**src/rtl/div_arbiter.sv**
```systemverilog
// Two-client front end for one restoring shift-subtract divider: round-robin grant,
// WIDTH iteration steps, per-client result registers and one-cycle done pulses.
module div_arbiter #(
    parameter int WIDTH = 8
) (
    input  logic             clk,
    input  logic             rst,
    input  logic             req0,
    input  logic [WIDTH-1:0] n0,
    input  logic [WIDTH-1:0] d0,
    input  logic             req1,
    input  logic [WIDTH-1:0] n1,
    input  logic [WIDTH-1:0] d1,
    output logic             ack0,
    output logic             ack1,
    output logic             done0,
    output logic             done1,
    output logic [WIDTH-1:0] q0,
    output logic [WIDTH-1:0] r0,
    output logic             dz0,
    output logic [WIDTH-1:0] q1,
    output logic [WIDTH-1:0] r1,
    output logic             dz1,
    output logic             busy,
    output logic [1:0]       dbg_state
);

    typedef enum logic [1:0] {
        IDLE = 2'd0,
        ITER = 2'd1,
        DONE = 2'd2
    } state_t;

    localparam int CW = $clog2(WIDTH + 1);

    state_t           state;
    logic             pref;   // 1: client 1 wins a tie
    logic             owner;
    logic [WIDTH-1:0] nl;
    logic [WIDTH-1:0] dl;
    logic [WIDTH:0]   a;
    logic [WIDTH-1:0] qs;
    logic [CW-1:0]    cnt;

    logic             arb_en;
    logic             cand0;
    logic             cand1;
    logic             grant;
    logic             pick1;
    logic [WIDTH-1:0] sel_n;
    logic [WIDTH-1:0] sel_d;
    logic [WIDTH:0]   a_sh;
    logic             fits;
    logic [WIDTH:0]   a_nxt;

    // Arbitration also runs on the edge leaving DONE; the finishing owner is
    // masked there because its request may not have dropped yet.
    assign arb_en = (state == IDLE) || (state == DONE);
    assign cand0  = req0 && !((state == DONE) && (owner == 1'b0));
    assign cand1  = req1 && !((state == DONE) && (owner == 1'b1));
    assign grant  = arb_en && (cand0 || cand1);
    assign pick1  = cand1 && (!cand0 || pref);
    assign sel_n  = pick1 ? n1 : n0;
    assign sel_d  = pick1 ? d1 : d0;

    assign a_sh   = {a[WIDTH-1:0], qs[WIDTH-1]};
    assign fits   = (a_sh >= {1'b0, dl});
    assign a_nxt  = fits ? (a_sh - {1'b0, dl}) : a_sh;

    assign busy      = (state != IDLE);
    assign dbg_state = state;

    always_ff @(posedge clk or posedge rst) begin
        if (rst) begin
            state <= IDLE;
            pref  <= 1'b0;
            owner <= 1'b0;
            nl    <= '0;
            dl    <= '0;
            a     <= '0;
            qs    <= '0;
            cnt   <= '0;
            ack0  <= 1'b0;
            ack1  <= 1'b0;
            done0 <= 1'b0;
            done1 <= 1'b0;
            q0    <= '0;
            r0    <= '0;
            dz0   <= 1'b0;
            q1    <= '0;
            r1    <= '0;
            dz1   <= 1'b0;
        end else begin
            ack0  <= 1'b0;
            ack1  <= 1'b0;
            done0 <= 1'b0;
            done1 <= 1'b0;
            case (state)
                ITER: begin
                    a   <= a_nxt;
                    qs  <= {qs[WIDTH-2:0], fits};
                    cnt <= cnt - 1'b1;
                    if (cnt == CW'(1)) state <= DONE;
                end
                DONE: begin
                    if (owner == 1'b0) begin
                        done0 <= 1'b1;
                        q0    <= (dl == '0) ? '1 : qs;
                        r0    <= (dl == '0) ? nl : a[WIDTH-1:0];
                        dz0   <= (dl == '0);
                    end else begin
                        done1 <= 1'b1;
                        q1    <= (dl == '0) ? '1 : qs;
                        r1    <= (dl == '0) ? nl : a[WIDTH-1:0];
                        dz1   <= (dl == '0);
                    end
                    state <= IDLE;
                end
                default: state <= IDLE;
            endcase
            if (grant) begin
                owner <= pick1;
                pref  <= ~pick1;
                nl    <= sel_n;
                dl    <= sel_d;
                a     <= '0;
                qs    <= sel_n;
                cnt   <= CW'(WIDTH);
                ack0  <= ~pick1;
                ack1  <= pick1;
                state <= (sel_d == '0) ? DONE : ITER;
            end
        end
    end

endmodule
```
**config.mk**
```make
export PLATFORM = sky130hd
export DESIGN_NAME = div_arbiter
export DESIGN_NICKNAME = d
export VERILOG_FILES = /design/src/rtl/div_arbiter.sv
export SDC_FILE = /design/constraint.sdc
export NUM_CORES = 1
export LEC_CHECK = 0
export CORE_ASPECT_RATIO = 1.25
export CORE_MARGIN = 2
export CORE_UTILIZATION = 57
export CTS_BUF_LIST = sky130_fd_sc_hd__clkbuf_2 sky130_fd_sc_hd__clkbuf_4 sky130_fd_sc_hd__clkbuf_8
export DETAILED_ROUTE_END_ITERATION = 8
export PLACE_DENSITY = 0.85
export SLEW_MARGIN = 40
export SYNTH_ARGS = -nofsm -noshare
export SYNTH_HDL_FRONTEND = slang
export SYNTH_SLANG_ARGS = --single-unit
```
**constraint.sdc**
```tcl
create_clock -name clk -period 5.8 [get_ports clk]
set_input_delay 0.87 -clock clk [delete_from_list [all_inputs] [get_ports clk]]
set_output_delay 0.87 -clock clk [all_outputs]
set_load 0.05 [all_outputs]
```
==> out/metrics.yaml <==
clocking:
  clk_latency_ps: 360
  postCtsHoldBufs: 0
  cts_made_buffers: 9
  ctsHtreeMaxLevel: 3
  clock-root-buffer: "clkbuf_8"
  tritoncts: "built"
  clk_pin_slew_ps: 90
  clock-sinks: 78
  cts-resized-gates: 0
  clock_tree.buffer_depth: 2
  postCtsSetupBuffers: 0
finish:
  area_growth_pct: 26.6
  nets: 499
  nFillCells: 472
  multi_input_area_sq_um: 1670
  seqCellArea_sq_um: 1950
  post-route-util_pct: 73.5
  final_cells: 544
  drive_above_1_share_pct: 7.44
  antenna_cells: 0
placed_design:
  port_buffers: 76
  gp_congestion: 0.913
  dp.cells: 528
  place_ws_ps: 2550
  post-dp-hpwl_um: 6610
timing:
  layout_setup_ws_ps: 2970
  rsz0062_at_grt: "no"
  period_share_pct: 48.8
  finalSetupViolCount: 0
  fin_crit_ps: 2830
  fmax_mhz: 353
  setup_tns_ps: 0
  finalMaxSlewViolations: 0
  final.setup_skew_ps: 8.43
  timing.hold.ws_ps: 483
  maxSlewHeadroom_pct: 48.9
  timing_hold_violations_final: 0
  worst_pin_slew_ps: 762
synth:
  synth_xor_area_share_pct: 1.16
  syn_avg_cell_area_sq_um: 9.90
  syn_inst: 380
  ys_ff_latch: 78
  ys.flop_type: "dfrtp_1"
  synthMuxAreaShare_pct: 6.72
  synth_fp_nets: 427
  synthSimpleGateAreaFrac_pct: 15.4
  netlist-cell-type-count: 48
  async_flop_share_pct: 100
  synth_edf_count: 0
  synthAdderAreaFrac_pct: 3.86
  yosys_warnings: 0
  synth_compound_area_share_pct: 17.0
  syn-cell-area_sq_um: 3760
  seq_area_frac_synth_pct: 51.9
  synth_top_family_by_area: "compound AO/OA/AOI/OAI gates"
floorplan:
  die_w_um: 76.7
  die_y_um: 94.8
  pin_count: 77
  die_area_sq_um: 7270
  core_area_sq_um: 6480
  start_util_pct: 58.0
  rows: 33
grt:
  grt_pass1_wl_um: 15200
  grt_pass1_vias: 3117
  track_usage_pct: 26.9
  antenna_found_initial: 0
  grt_max_degree: 53
  grt.overflow.total: 0
drt:
  drt-pass1-iter-count: 5
  route.detailed.drc: 0
  viasPerCell: 5.82
  routed_wl_um: 9360
  drt_iter0_drc: 274
  wl_per_cell_um: 17.2
  via_count: 3165
  detail-route-antenna-nets: 0
pwr:
  combPwrFrac_pct: 55.7
  netSwitchingFraction_pct: 46.8
  clkPwrFrac_pct: 12.6
  leakage_nw: 2.09
  seqPwrFrac_pct: 31.6
  internal-power_mw: 1.61
  p_per_area_nw_per_um2: 635
  switchingPower_mw: 1.42
  peakVddDrop_mv: 0.284
worst_hold_path:
  holdPathStages: 2
  hold_class: "flip-flop to flip-flop"
setup_path:
  critical-path-max-stage-delay_ps: 650
  crit_buf_inv: 2
  crit_chain: "clkdlybuf4s50_1 > inv_1 > o311a_2 > nor3_2 > a32oi_1 > a2bb2oi_1"
  crit_fanout: 20
  worst-path-stages: 6
  endpoint_kind: "flip-flop"
  crit_slowest_cell: "nor3_2"
  ff2ff_path_depth: 6
  cp.required_ps: 6080
  cp_data_arrival_time_ps: 3110
  critPathLaunchType: "input pin"
  cp_top_family: "compound AO/OA/AOI/OAI gates"
  crit_type: "input pin to flip-flop"
status:
  outcome: "finished, final reports clean"
run:
  cap_violations: 0
metal layers:
metal  global-route usage, %  routed length (um)  vias up
met5                       0                   0        -
met3                    5.16                 564       19
met2                    45.0                4720      140
li1                        -                   -     1481
met1                    34.4                3830     1525
met4                    11.5                 244        0
worst reg2reg max path, cell delays in order (launching register included):
cell      delay (ps)
dfrtp_1          450
ha_1             430
and4_4           250
and2_4           160
a221oi_4         580
a311oi_1         180
a311o_2          350
per-stage QoR:
| stage | power [mW] | instance area (sq um) |
|---|---|---|
| final | 3.02 | 4760 |
| after global routing | 3.21 | 4760 |
| after CTS | 3.02 | 4760 |
| after detailed placement | 2.64 | 4580 |
| after global placement | 2.55 | 4550 |
| after floorplan | 2.17 | 3760 |
state kept, by name (all words and copies together), names as in the netlist, 2 cells and up:
register,count
r0,8
dbg_state,2
a,8
nl,8
dl,8
cnt,4
r1,8
q0,8
qs,8
q1,8
final cells by class:
class                   instances  area share [%]
clock inverters                 5           0.709
multi-input cells             268            35.1
repair buffers                 79            16.4
well taps                      87            2.29
inverters                      16            1.31
clock buffers                  11            3.18
flip-flops and latches         78            41.0
power by group through the flow:
stage | logic, mW | clock network [mW] | registers, mW
floorplan | 0.949 | 0 | 1.22
global placement | 1.60 | 0 | 0.951
CTS | 1.68 | 0.381 | 0.952
detailed placement | 1.67 | 0 | 0.963
global route | 1.82 | 0.405 | 0.985
finish | 1.69 | 0.382 | 0.957
cells in the final DEF (no fill, tap or decap), types with 7 or more instances in the layout:
master           instances
dfrtp_1                 78
clkdlybuf4s50_1         76
nand2_1                 49
nor2_1                  40
o21ai_0                 36
a21oi_1                 30
mux2i_1                 23
inv_1                   15
clkbuf_8                11
ha_1                    10
a32oi_1                  7
final timing paths:
path | from | end | slack (ps)
worst max register to register | a[4]$_DFFE_PP0P_ | a[6]$_DFFE_PP0P_ | 3300
max in group asynchronous | rst | q0[5]$_DFFE_PP0P_ | 4040
min in group asynchronous | rst | r1[3]$_DFFE_PP0P_ | 960
worst min-delay path | q1[6]$_DFFE_PP0P_ | q1[6]$_DFFE_PP0P_ | 480
worst max-delay path | req0 | qs[3]$_DFFE_PP0P_ | 2970
worst min register to register | q1[6]$_DFFE_PP0P_ | q1[6]$_DFFE_PP0P_ | 480
cell usage after synthesis, types with 3 or more instances:
| cell | number | share of area (%) |
|---|---|---|
| dfrtp_1 | 78 | 52 |
| nand2_1 | 49 | 4.9 |
| nor2_1 | 40 | 4.0 |
| o21ai_0 | 36 | 4.8 |
| a21oi_1 | 30 | 4.0 |
| mux2i_1 | 23 | 6.1 |
| inv_1 | 16 | 1.6 |
| clkbuf_1 | 11 | 1.1 |
| ha_1 | 10 | 3.3 |
| a32oi_1 | 7 | 1.6 |
| a2bb2oi_1 | 6 | 1.4 |
| nand2b_1 | 5 | 0.83 |
| nand3_1 | 5 | 0.67 |
| nor4_1 | 5 | 0.83 |
| a22o_1 | 4 | 0.93 |
| buf_2 | 4 | 0.53 |
| nor2b_1 | 4 | 0.67 |
| o21ai_1 | 3 | 0.40 |
| o2bb2ai_1 | 3 | 0.70 |
| xor2_1 | 3 | 0.70 |
kinds of logic after synthesis:
family,after synthesis
AO/OA/AOI/OAI,101
XOR/XNOR,5
adder cells (fa/ha/maj),11
buffers and inverters,34
flip-flops,78
multiplexers,25
AND/OR/NAND/NOR,126
Power figures use the tool's default switching activity.
